[config.mk]
export PLATFORM = sky130hd
export DESIGN_NAME = mem_port_arbiter_flat
export DESIGN_NICKNAME = d
export VERILOG_FILES = /design/src/rtl/mem_port_arbiter_if.sv /design/src/rtl/mem_port_arbiter.sv /design/src/flat_wrapper.sv
export SDC_FILE = /design/constraint.sdc
export NUM_CORES = 1
export LEC_CHECK = 0
export ABC_AREA = 1
export BUFFER_PORTS_ARGS = -buffer_cell sky130_fd_sc_hd__buf_2
export CAP_MARGIN = 10
export CORE_ASPECT_RATIO = 2
export CORE_MARGIN = 1
export CORE_UTILIZATION = 51
export DETAILED_ROUTE_END_ITERATION = 10
export PLACE_DENSITY = 0.85
export SETUP_SLACK_MARGIN = 0.15
export SYNTH_ARGS = -nofsm -noshare
export SYNTH_HDL_FRONTEND = slang
export SYNTH_SLANG_ARGS = --single-unit
[constraint.sdc]
create_clock -name clk -period 2 [get_ports clk]
set_clock_uncertainty 0.1 [all_clocks]
set_input_delay 0.3 -clock clk [delete_from_list [all_inputs] [get_ports clk]]
set_output_delay 0.3 -clock clk [all_outputs]
set_load 0.02 [all_outputs]
[src/rtl/mem_port_arbiter_if.sv]
// Fetch/data request ports and the shared memory bus.
// slave = arbiter side, master = requesters + memory.
interface mem_port_arbiter_if #(
  parameter int ADDR_W = 32,
  parameter int DATA_W = 32
);
  logic              if_req;
  logic [ADDR_W-1:0] if_addr;
  logic              if_gnt;
  logic              if_valid;
  logic [DATA_W-1:0] if_rdata;

  logic              d_req;
  logic              d_we;
  logic [ADDR_W-1:0] d_addr;
  logic [DATA_W-1:0] d_wdata;
  logic              d_gnt;
  logic              d_valid;
  logic [DATA_W-1:0] d_rdata;

  logic [ADDR_W-1:0] mem_addr;
  logic [DATA_W-1:0] mem_wdata;
  logic              mem_re;
  logic              mem_we;
  logic [DATA_W-1:0] mem_rdata;

  logic              busy;

  modport slave (
    input  if_req, if_addr,
    input  d_req, d_we, d_addr, d_wdata,
    input  mem_rdata,
    output if_gnt, if_valid, if_rdata,
    output d_gnt, d_valid, d_rdata,
    output mem_addr, mem_wdata,
    output mem_re, mem_we, busy
  );

  modport master (
    output if_req, if_addr,
    output d_req, d_we, d_addr, d_wdata,
    output mem_rdata,
    input  if_gnt, if_valid, if_rdata,
    input  d_gnt, d_valid, d_rdata,
    input  mem_addr, mem_wdata,
    input  mem_re, mem_we, busy
  );
endinterface

[src/rtl/mem_port_arbiter.sv]
// Fetch/data arbiter onto one sync memory port.
// Optional macro ARB_ROUND_ROBIN_EN: alternate on collisions.
module mem_port_arbiter #(
  parameter int ADDR_W = 32,
  parameter int DATA_W = 32
) (
  input logic clk,
  input logic rst,
  mem_port_arbiter_if.slave bus
);

  typedef enum logic [1:0] {
    S_IDLE   = 2'd0,
    S_ACCESS = 2'd1,
    S_RESP   = 2'd2
  } state_t;

  state_t            r_state;
  logic              r_own_d;
  logic              r_we;
  logic              r_mem_re;
  logic              r_mem_we;
  logic              r_if_gnt;
  logic              r_d_gnt;
  logic              r_if_valid;
  logic              r_d_valid;
  logic              r_busy;
  logic [ADDR_W-1:0] r_mem_addr;
  logic [DATA_W-1:0] r_mem_wdata;
  logic [DATA_W-1:0] r_if_rdata;
  logic [DATA_W-1:0] r_d_rdata;

  logic w_any;
  logic w_pick_d;
  logic w_store;

  assign w_any   = bus.if_req | bus.d_req;
  assign w_store = w_pick_d & bus.d_we;

`ifdef ARB_ROUND_ROBIN_EN
  logic r_last_d;

  // On a collision the previous winner yields.
  assign w_pick_d = bus.d_req &
                    (~bus.if_req | ~r_last_d);

  // Remember who won the last arbitration.
  always_ff @(posedge clk) begin
    if (rst) begin
      r_last_d <= 1'b0;
    end else if (r_state == S_IDLE && w_any) begin
      r_last_d <= w_pick_d;
    end
  end
`else
  assign w_pick_d = bus.d_req;
`endif

  // Three-phase transaction FSM with registered outputs.
  always_ff @(posedge clk) begin
    if (rst) begin
      r_state     <= S_IDLE;
      r_own_d     <= 1'b0;
      r_we        <= 1'b0;
      r_mem_re    <= 1'b0;
      r_mem_we    <= 1'b0;
      r_if_gnt    <= 1'b0;
      r_d_gnt     <= 1'b0;
      r_if_valid  <= 1'b0;
      r_d_valid   <= 1'b0;
      r_busy      <= 1'b0;
      r_mem_addr  <= '0;
      r_mem_wdata <= '0;
      r_if_rdata  <= '0;
      r_d_rdata   <= '0;
    end else begin
      unique case (r_state)
        S_IDLE: begin
          if (w_any) begin
            r_state    <= S_ACCESS;
            r_busy     <= 1'b1;
            r_own_d    <= w_pick_d;
            r_we       <= w_store;
            r_mem_addr <= w_pick_d ? bus.d_addr
                                   : bus.if_addr;
            r_mem_wdata <= w_pick_d ? bus.d_wdata
                                    : '0;
            r_mem_re   <= ~w_store;
            r_mem_we   <= w_store;
            r_d_gnt    <= w_pick_d;
            r_if_gnt   <= ~w_pick_d;
          end
        end
        S_ACCESS: begin
          r_state    <= S_RESP;
          r_mem_re   <= 1'b0;
          r_mem_we   <= 1'b0;
          r_if_gnt   <= 1'b0;
          r_d_gnt    <= 1'b0;
          r_d_valid  <= r_own_d;
          r_if_valid <= ~r_own_d;
        end
        S_RESP: begin
          r_state    <= S_IDLE;
          r_busy     <= 1'b0;
          r_if_valid <= 1'b0;
          r_d_valid  <= 1'b0;
          if (r_own_d) begin
            r_d_rdata <= r_we ? '0 : bus.mem_rdata;
          end else begin
            r_if_rdata <= bus.mem_rdata;
          end
        end
        default: begin
          r_state    <= S_IDLE;
          r_busy     <= 1'b0;
          r_mem_re   <= 1'b0;
          r_mem_we   <= 1'b0;
          r_if_gnt   <= 1'b0;
          r_d_gnt    <= 1'b0;
          r_if_valid <= 1'b0;
          r_d_valid  <= 1'b0;
        end
      endcase
    end
  end

  assign bus.if_gnt    = r_if_gnt;
  assign bus.d_gnt     = r_d_gnt;
  assign bus.if_valid  = r_if_valid;
  assign bus.d_valid   = r_d_valid;
  assign bus.mem_addr  = r_mem_addr;
  assign bus.mem_wdata = r_mem_wdata;
  assign bus.mem_re    = r_mem_re;
  assign bus.mem_we    = r_mem_we;
  assign bus.busy      = r_busy;

  // Memory data arrives during RESP; show it in the
  // valid cycle, then hold the captured copy.
  assign bus.if_rdata = r_if_valid ? bus.mem_rdata
                                   : r_if_rdata;
  assign bus.d_rdata  = r_d_valid
                      ? (r_we ? '0 : bus.mem_rdata)
                      : r_d_rdata;

endmodule
[src/flat_wrapper.sv]
// flat-port wrapper written by rule: the top's interface ports become plain ports
module mem_port_arbiter_flat 
#(
  parameter int ADDR_W = 32,
  parameter int DATA_W = 32
)
  (clk, rst, bus_if_req, bus_if_addr, bus_d_req, bus_d_we, bus_d_addr, bus_d_wdata, bus_mem_rdata, bus_if_gnt, bus_if_valid, bus_if_rdata, bus_d_gnt, bus_d_valid, bus_d_rdata, bus_mem_addr, bus_mem_wdata, bus_mem_re, bus_mem_we, bus_busy);
  mem_port_arbiter_if #(.ADDR_W(ADDR_W), .DATA_W(DATA_W)) bus_i ();
  input logic clk;
  input logic rst;
  input wire logic [$bits(bus_i.if_req)-1:0] bus_if_req;
  input wire logic [$bits(bus_i.if_addr)-1:0] bus_if_addr;
  input wire logic [$bits(bus_i.d_req)-1:0] bus_d_req;
  input wire logic [$bits(bus_i.d_we)-1:0] bus_d_we;
  input wire logic [$bits(bus_i.d_addr)-1:0] bus_d_addr;
  input wire logic [$bits(bus_i.d_wdata)-1:0] bus_d_wdata;
  input wire logic [$bits(bus_i.mem_rdata)-1:0] bus_mem_rdata;
  output wire logic [$bits(bus_i.if_gnt)-1:0] bus_if_gnt;
  output wire logic [$bits(bus_i.if_valid)-1:0] bus_if_valid;
  output wire logic [$bits(bus_i.if_rdata)-1:0] bus_if_rdata;
  output wire logic [$bits(bus_i.d_gnt)-1:0] bus_d_gnt;
  output wire logic [$bits(bus_i.d_valid)-1:0] bus_d_valid;
  output wire logic [$bits(bus_i.d_rdata)-1:0] bus_d_rdata;
  output wire logic [$bits(bus_i.mem_addr)-1:0] bus_mem_addr;
  output wire logic [$bits(bus_i.mem_wdata)-1:0] bus_mem_wdata;
  output wire logic [$bits(bus_i.mem_re)-1:0] bus_mem_re;
  output wire logic [$bits(bus_i.mem_we)-1:0] bus_mem_we;
  output wire logic [$bits(bus_i.busy)-1:0] bus_busy;
  assign bus_i.if_req = bus_if_req;
  assign bus_i.if_addr = bus_if_addr;
  assign bus_i.d_req = bus_d_req;
  assign bus_i.d_we = bus_d_we;
  assign bus_i.d_addr = bus_d_addr;
  assign bus_i.d_wdata = bus_d_wdata;
  assign bus_i.mem_rdata = bus_mem_rdata;
  assign bus_if_gnt = bus_i.if_gnt;
  assign bus_if_valid = bus_i.if_valid;
  assign bus_if_rdata = bus_i.if_rdata;
  assign bus_d_gnt = bus_i.d_gnt;
  assign bus_d_valid = bus_i.d_valid;
  assign bus_d_rdata = bus_i.d_rdata;
  assign bus_mem_addr = bus_i.mem_addr;
  assign bus_mem_wdata = bus_i.mem_wdata;
  assign bus_mem_re = bus_i.mem_re;
  assign bus_mem_we = bus_i.mem_we;
  assign bus_busy = bus_i.busy;
  mem_port_arbiter #(.ADDR_W(ADDR_W), .DATA_W(DATA_W)) u_core (.clk(clk), .rst(rst), .bus(bus_i));
endmodule
==> impl_metrics.tcl, run 1 <==
set metrics [dict create \
    clk_path_buf_depth 2 \
    setup_viol 0 \
    vdd.ir_drop.worst_v 0.000772 \
    slowest_stage "dfxtp_1" \
    grt_antenna_before_repair 0 \
    maxSlewHeadroom_pct 37.4 \
    power_switching_mw 2.20 \
    max_freq_mhz 541 \
    coreArea_um2 11800 \
    power.density_nw_per_um2 943 \
    crit_path_max_incr_delay_ns 0.33 \
    pwr-share-comb_pct 18.7 \
    synth_area_leaders "dfxtp_1 (45%), nor2_1 (16%), nand2_1 (15%)" \
    synth_top_family_by_area "simple AND/OR/NAND/NOR gates" \
    finalCriticalPeriod_ns 1.85 \
    timing.final.ws_setup_ns 0.151 \
    synthXorXnorAreaFrac_pct 0 \
    clock_sinks 139 \
    layout-drive-gt1-share_pct 27.8 \
    leakagePower_nw 4.52 \
    drtPass1Iterations 5 \
    async_flop_share_pct 0 \
    power.share.clock_pct 42.6 \
    synth.net_count 1089 \
    startpoint "u_core.r_we$_SDFFE_PP0P_" \
    synthFlopType "dfxtp_1" \
    synth-simple-area-share_pct 33.9 \
    required_ns 1.60 \
    post_dp_cell_area_um2 7580 \
    use_met2_pct 52.9 \
    place_congestion 0.881 \
    setup_tns_ns 0 \
    cts_buffers 17 \
    finalHoldViolCount 0 \
    rr_endpoint "u_core.r_if_rdata[30]$_SDFFE_PP0P_" \
    switching_share_pct 28.1 \
    crit_path_end "bus_d_rdata[25]" \
    synth-adder-area-share_pct 0 \
    synthMuxAreaShare_pct 0 \
    num_antenna_cells 0 \
    utilization_pct 70.7 \
    die_y_um 158 \
    rr_worst_depth 6 \
    power_mw 7.85 \
    seq_area_frac_synth_pct 45.0 \
    cp_top_family "simple AND/OR/NAND/NOR gates" \
    final_area_um2 8320 \
    p_int_mw 5.65 \
    status "completed" \
    start_util_pct 52.5 \
    ant_nets 0 \
    critPathMaxFanout 32 \
    path_buf_inv 2 \
    grt.busiest_layer "met2" \
    post-synth-top-count-cell "nor2_1" \
    crit_arrival_ns 1.45 \
    hpwlAfterDp_um 12500 \
    cp-end-kind "output port" \
    crit_path_start_kind "register" \
    ys_top_cells_by_count "nor2_1 (256), nand2_1 (241), dfxtp_1 (139), o21ai_0 (86), a21oi_1 (69)" \
    synth_seq_cells 139 \
    synth_compound_area_share_pct 13.7 \
    wl_per_cell_um 13.4 \
    crit_type "reg2out" \
    crit_chain "buf_12 -> nor2_1 -> nand2_1 -> nand2_1 -> buf_2" \
    via_per_inst 5.10 \
    pwr-share-seq_pct 38.8 \
    path_depth 5 \
    clkLatencyLatePin_ns 0.40 \
    overflow 0 \
    slew_viol_final 0 \
    first_iter_violations 352 \
    root_buffer "clkbuf_16" \
    worst_pin_slew_ns 0.938 \
    die_w_um 79.8 \
    clkTransAtPathRegs_ns 0.06 \
    fin_crit_sh_pct 92.5 \
    crit_top_cell "nand2_1" \
    htreeDepth 4 \
    hold_buffers 0 \
    synth_top_area_cell "dfxtp_1" \
    nets 1327 \
    grt.total_usage_pct 28.3 \
    netlist_area_um2 6180 \
    r2r_slack_ns 0.42 \
    synth-edff-count 0 \
    rsz0062_at_grt "true" \
    synth_cell_types 19 \
    yosys.area.top_type_share_pct 45.0 \
    die-area_um2 12600 \
    grt_pass1_wl_um 28200 \
    synth.avg_cell_area_um2 6.47 \
    syn2layout_area_growth_pct 34.7 \
    drt-total-wl_um 18100 \
    numPortBuffers 267 \
    drc_errors 0 \
    hp-class "in2reg" \
    use_met3_pct 5.30 \
    cts_tree "done" \
    r2r_start "u_core.r_state[0]$_SDFFE_PP0P_" \
    use_met1_pct 30.1 \
    drv_cap 0 \
    ys_warn_count 0 \
    io_pins 268 \
    vias 6893 \
    grt_pass1_vias 6337 \
    dp_slack_ns 0.0857 \
    grt_max_degree 68 \
    netlist_instances 956 \
    fp-row-count 56 \
]
-- logic make-up after synthesis --
logic type | after synthesis
buf+inv | 109
simple gates | 540
compound gates | 168
flops | 139
-- flip-flops by register name, indices dropped and copies added, names as in the netlist --
name / count
u_core.bus.mem_addr: 32
u_core.r_if_rdata: 32
u_core.bus.mem_we: 1
u_core.r_d_rdata: 32
u_core.r_own_d: 1
u_core.bus.d_valid: 1
u_core.bus.if_valid: 1
u_core.bus.mem_wdata: 32
u_core.bus.d_gnt: 1
u_core.r_state: 2
u_core.r_we: 1
u_core.bus.mem_re: 1
u_core.bus.if_gnt: 1
u_core.bus.busy: 1
-- stage by stage --
stage               hold WS (ns)  instances
detailed placement         0.349       1318
global route              0.0349       1352
global placement           0.343       1318
floorplan                  0.279        956
CTS                       0.0218       1352
finish                    0.0343       1352
-- metal layers --
metal / part of all wire [%] / vias up
li1: - / 3474
met1: 38 / 3099
met2: 54 / 281
met3: 5.3 / 39
met4: 3.0 / 0
met5: 0 / -
-- cell type report --
type / count / area [um2]
Clock inverter: 10 / 164
Timing Repair Buffer: 287 / 1590
Multi-Input combinational cell: 708 / 2970
Sequential cell: 139 / 2790
Inverter: 41 / 156
Tap cell: 145 / 181
Fill cell: 1018 / 3450
Clock buffer: 22 / 474
-- worst min-delay path, cell delays in order --
cell and delay [ns]:
buf_2 0.08, nor2_1 0.04, nor2_1 0.08
-- cell usage in the layout, fill, tap and decap left out, types with 11 or more instances in the layout --
cell type  Yosys  routed
clkbuf_16      0      17
nand2_1      241     241
o21ai_1       11      11
nor2_1       256     251
nand3_1       37      37
a21oi_1       69      68
dfxtp_1      139     137
buf_4          3      13
buf_2         27     265
o21ai_0       86      86
inv_1         38      37
-- power groups by stage --
stage | Clock (mW) | Sequential [mW] | Combinational, mW
6_report | 3.34 | 3.04 | 1.47
5_1_grt | 3.51 | 3.06 | 1.61
4_1_cts | 3.39 | 3.04 | 1.46
3_5_place_dp | 0 | 3.10 | 1.42
3_3_place_gp | 0 | 3.10 | 1.40
2_1_floorplan | 0 | 3.24 | 0.753
-- repair_timing --
item | CTS | global route
setup endpoints to repair | 60 | 29
setup buffers | 2 | 0
pin swaps | 0 | 0
resized for setup | 10 | 15
-- worst min path at each step --
stage                                            end                                   from  slack, ns  cells past startpoint
2_1_floorplan         u_core.r_state[0]$_SDFFE_PP0P_                                    rst       0.28                      1
3_5_place_dp   u_core.bus.mem_wdata[20]$_SDFFE_PP0P_  u_core.bus.mem_wdata[20]$_SDFFE_PP0P_       0.35                      2
4_1_cts            u_core.r_if_rdata[9]$_SDFFE_PP0P_                       bus_mem_rdata[9]       0.02                      3
6_report          u_core.r_if_rdata[18]$_SDFFE_PP0P_                      bus_mem_rdata[18]       0.03                      3
5_1_grt            u_core.r_if_rdata[9]$_SDFFE_PP0P_                       bus_mem_rdata[9]       0.03                      3
3_3_place_gp            u_core.bus.busy$_SDFFE_PP0P_           u_core.bus.busy$_SDFFE_PP0P_       0.34                      1
(Power assumes the default switching activity.)
==> run 2, diff against run 1 <==
==> constraint.sdc (replaced) <==
create_clock -name clk -period 2 [get_ports clk]
set_clock_uncertainty 0.1 [all_clocks]
set_input_delay 0 -clock clk [delete_from_list [all_inputs] [get_ports clk]]
set_output_delay 0 -clock clk [all_outputs]
set_load 0.02 [all_outputs]
==> impl_metrics.tcl, run 2 (same netlist as run 1, synthesis figures left out) <==
set metrics [dict create \
    crit_top_cell "nor2_1" \
    grt_pass1_wl_um 36900 \
    grt_antenna_before_repair 0 \
    utilization_pct 81.3 \
    crit_type "reg2reg" \
    fillers 724 \
    clock_sinks 139 \
    drc_errors 0 \
    clkLatencyLatePin_ns 0.41 \
    ant_nets 0 \
    first_iter_violations 677 \
    crit_path_start_kind "register" \
    cp-end-kind "register" \
    required_ns 2.25 \
    crit_path_max_incr_delay_ns 0.80 \
    coreArea_um2 11800 \
    crit_chain "nor2_4 -> o21ai_4 -> dlygate4sd3_1 -> nor2_1 -> nor2_1" \
    via_per_inst 5.39 \
    io_pins 268 \
    hpwlAfterDp_um 13000 \
    cp_top_family "buffers and inverters" \
    clkTransAtPathRegs_ns 0.06 \
    leakagePower_nw 5.08 \
    clk_path_buf_depth 2 \
    crit_path_end "u_core.bus.mem_addr[10]$_SDFFE_PP0P_" \
    r2r_slack_ns 0.16 \
    power_mw 8.14 \
    place_congestion 0.914 \
    seqCellArea_um2 2790 \
    power.density_nw_per_um2 850 \
    vdd.ir_drop.worst_v 0.000741 \
    grt.total_usage_pct 37.6 \
    top_layer "met4" \
    syn2layout_area_growth_pct 54.9 \
    layout_commonest_cell "buf_2" \
    overflow 0 \
    crit_arrival_ns 2.09 \
    startpoint "u_core.r_state[1]$_SDFFE_PP0P_" \
    cts_buffers 17 \
    nets 1463 \
    cts_tree "done" \
    worst_pin_slew_ns 0.675 \
    drv_cap 0 \
    setup_viol 0 \
    numPortBuffers 267 \
    htreeDepth 4 \
    wl_met3_um 1740 \
    start_util_pct 52.5 \
    slew_viol_final 0 \
    critPathMaxFanout 6 \
    drtPass1Iterations 6 \
    multiInputGateArea_um2 2950 \
    grt_pass1_vias 8067 \
    rr_worst_depth 5 \
    fin_hold_ws_ns 0.264 \
    die_y_um 158 \
    layout-drive-gt1-share_pct 24.6 \
    root_buffer "clkbuf_16" \
    rr_endpoint "u_core.bus.mem_addr[10]$_SDFFE_PP0P_" \
    most-common-layout-cells "buf_2 (267), nor2_1 (256), nand2_1 (241), dfxtp_1 (137), dlygate4sd3_1 (136)" \
    die-area_um2 12600 \
    finalCriticalPeriod_ns 1.84 \
    fp-row-count 56 \
    setup_tns_ns 0 \
    drt-total-wl_um 23800 \
    max_freq_mhz 543 \
    fin_crit_sh_pct 92.0 \
    dr_wl_met2_um 12100 \
    die_w_um 79.8 \
    m1WireLength_um 8310 \
    path_depth 5 \
    status "completed" \
    maxSlewHeadroom_pct 54.9 \
    wl_per_cell_um 16.0 \
    hp-class "in2reg" \
    num_antenna_cells 0 \
    path_buf_inv 1 \
    finalHoldViolCount 0 \
    vias 8014 \
    grt_max_degree 77 \
    slowest_stage "dlygate4sd3_1" \
    rsz0062_at_grt "false" \
    r2r_start "u_core.r_state[1]$_SDFFE_PP0P_" \
]
run 2: per-layer routing:
| layer | global-route usage [%] | up-vias |
|---|---|---|
| li1 | - | 3746 |
| met1 | 37.2 | 3602 |
| met2 | 67.0 | 517 |
| met3 | 9.51 | 149 |
| met4 | 26.4 | 0 |
| met5 | 0 | - |
run 2: stage by stage:
step | std cells | setup WS, ns | area [um2]
2_1_floorplan | 956 | 0.541 | 6180
5_1_grt | 1488 | 0.154 | 9580
6_report | 1488 | 0.160 | 9580
3_3_place_gp | 1319 | 0.268 | 7570
3_5_place_dp | 1319 | 0.211 | 7570
4_1_cts | 1488 | 0.180 | 9570
run 2: where the power goes:
group / internal [mW] / switching [mW] / total (mW)
sequential: 2.95 / 0.124 / 3.07
combinational: 0.685 / 1.06 / 1.75
clock: 2.03 / 1.29 / 3.31
run 2: layout make-up:
| cell class | instances | area share (%) |
|---|---|---|
| clock buffer | 18 | 4.59 |
| multi-input combinational | 708 | 30.8 |
| sequential | 139 | 29.1 |
| inverter | 41 | 1.61 |
| timing repair buffer | 423 | 30.1 |
| clock inverter | 14 | 1.91 |
| tap | 145 | 1.89 |
run 2: how the worst min path moves through the flow:
| stage | endpoint | from | cells past startpoint | slack [ns] |
|---|---|---|---|---|
| 2_1_floorplan | u_core.r_state[0]$_SDFFE_PP0P_ | rst | 1 | -0.02 |
| 3_3_place_gp | u_core.r_if_rdata[8]$_SDFFE_PP0P_ | bus_mem_rdata[8] | 3 | 0.14 |
| 3_5_place_dp | u_core.r_if_rdata[10]$_SDFFE_PP0P_ | bus_mem_rdata[10] | 3 | 0.15 |
| 4_1_cts | u_core.r_if_rdata[16]$_SDFFE_PP0P_ | bus_mem_rdata[16] | 4 | 0.25 |
| 5_1_grt | u_core.r_if_rdata[18]$_SDFFE_PP0P_ | bus_mem_rdata[18] | 4 | 0.28 |
| 6_report | u_core.r_if_rdata[0]$_SDFFE_PP0P_ | bus_mem_rdata[0] | 4 | 0.26 |
run 2: worst min-delay path, delay by kind of cell:
family	cells	cell delay [ns]
buffers and inverters	2	0.62
AND/OR/NAND/NOR	2	0.12
run 2: what timing repair did:
action,in CTS,in global routing
hold buffers,137,0
resized for setup,1,3
setup endpoints to repair,12,45
hold endpoints to repair,135,0
setup buffers,0,0
cloned,0,0
==> run 3, diff against run 2 <==
Settings changed: CELL_PAD_IN_SITES_DETAIL_PLACEMENT set to 1, CELL_PAD_IN_SITES_GLOBAL_PLACEMENT set to 1, CORE_UTILIZATION 51 to 34, PLACE_DENSITY 0.85 to unset, PLACE_DENSITY_LB_ADDON set to 0.1.
==> impl_metrics.tcl, run 3 (same netlist as run 1, synthesis figures left out) <==
set metrics [dict create \
    status "completed" \
    leakagePower_nw 5.04 \
    postCtsSetupBuffers 0 \
    max_freq_mhz 565 \
    vdd.ir_drop.worst_v 0.000441 \
    drv_cap 0 \
    cts_buffers 17 \
    nets 1459 \
    coreArea_um2 17800 \
    die_w_um 97.3 \
    wl_per_cell_um 15.9 \
    most-common-layout-cells "buf_2 (267), nor2_1 (256), nand2_1 (241), dfxtp_1 (138), dlygate4sd3_1 (133)" \
    grt_antenna_before_repair 1 \
    drtPass1Iterations 4 \
    clkTransAtPathRegs_ns 0.06 \
    first_iter_violations 166 \
    finalCriticalPeriod_ns 1.77 \
    cts_tree "done" \
    grt_pass1_vias 8109 \
    layout-drive-gt1-share_pct 24.6 \
    path_buf_inv 2 \
    finalHoldViolCount 0 \
    die_y_um 193 \
    via_per_inst 4.90 \
    slew_viol_final 0 \
    place_congestion 0.795 \
    io_pins 268 \
    cp-end-kind "output port" \
    cp_top_family "buffers and inverters" \
    power_mw 8.11 \
    dp_slack_ns 0.299 \
    vias 7610 \
    crit_type "reg2out" \
    rsz0062_at_grt "false" \
    required_ns 1.90 \
    critPathMaxFanout 35 \
    use_met3_pct 6.27 \
    grt_max_degree 65 \
    setup_tns_ns 0 \
    use_met1_pct 26.1 \
    ant_nets 0 \
    crit_chain "buf_4 -> nor2_1 -> a21oi_1 -> buf_2" \
    slowest_stage "buf_4" \
    hpwlAfterDp_um 15000 \
    htreeDepth 4 \
    crit_path_start_kind "register" \
    timing.final.ws_setup_ns 0.229 \
    power.density_nw_per_um2 841 \
    overflow 0 \
    clkLatencyLatePin_ns 0.42 \
    fp-row-count 69 \
    crit_arrival_ns 1.67 \
    grt.busiest_layer "met2" \
    clock_sinks 139 \
    drt-total-wl_um 24700 \
    use_met2_pct 50.6 \
    crit_path_max_incr_delay_ns 0.34 \
    drc_errors 0 \
    fin_crit_sh_pct 88.6 \
    grt.total_usage_pct 26.4 \
    start_util_pct 34.8 \
    maxSlewHeadroom_pct 59.5 \
    hp-class "in2reg" \
    utilization_pct 54.2 \
    die-area_um2 18800 \
    setup_viol 0 \
    worst_pin_slew_ns 0.607 \
    syn2layout_area_growth_pct 56.0 \
    layout_commonest_cell "buf_2" \
    root_buffer "clkbuf_16" \
    clk_path_buf_depth 2 \
    grt_pass1_wl_um 39300 \
    numPortBuffers 267 \
]
==> run 3: area by class of cell <==
| type | count | area, um2 |
|---|---|---|
| Antenna cell | 1 | 2.50 |
| Multi-Input combinational cell | 708 | 2950 |
| Clock inverter | 13 | 168 |
| Clock buffer | 19 | 453 |
| Timing Repair Buffer | 419 | 2860 |
| Fill cell | 2357 | 8140 |
| Inverter | 41 | 158 |
| Tap cell | 213 | 267 |
| Sequential cell | 139 | 2780 |
==> run 3: stage by stage <==
stage	instance area (um2)	hold slack [ns]	instances
2_1_floorplan	6180	-0.0205	956
4_1_cts	9630	0.0237	1552
6_report	9640	0.0180	1553
3_5_place_dp	7680	0.146	1387
3_3_place_gp	7680	0.144	1387
5_1_grt	9640	0.0580	1553
==> run 3: repair_timing <==
action                                 4_1_cts  5_1_grt
setup endpoints to repair                    0        3
hold buffers                               133        0
resized for setup                            0        2
endpoints found under the hold margin      134        0
==> run 3: per-layer routing <==
metal	vias to the layer above	part of all wire [%]
met3	65	4.6
li1	3725	-
met5	-	0
met4	0	4.3
met2	217	54
met1	3603	37
==> run 3: worst register-to-register path, cell delays in order, from the launching register on <==
cell	delay (ns)
dfxtp_1	0.36
nor2_4	0.16
o21ai_4	0.10
nor2_2	0.14
nand2_1	0.06
dlygate4sd3_1	0.56
nand2_1	0.06
==> run 3: where the power goes <==
part           total (mW)  switching, mW  leakage [nW]  internal, mW
sequential           3.04         0.0933          1.14          2.95
combinational        1.74           1.06          3.61         0.679
clock                3.33           1.30         0.288          2.03
==> run 3: final timing paths <==
kind | slack [ns] | startpoint | depth (start not counted) | to
worst max-delay path | 0.23 | u_core.bus.if_valid$_SDFFE_PP0P_ | 4 | bus_if_rdata[27]
worst min-delay path | 0.02 | rst | 4 | u_core.r_d_rdata[14]$_SDFFE_PP0P_
worst max register to register | 0.42 | u_core.r_state[1]$_SDFFE_PP0P_ | 6 | u_core.bus.mem_re$_SDFFE_PP0P_
worst min register to register | 0.36 | u_core.bus.mem_wdata[9]$_SDFFE_PP0P_ | 2 | u_core.bus.mem_wdata[9]$_SDFFE_PP0P_
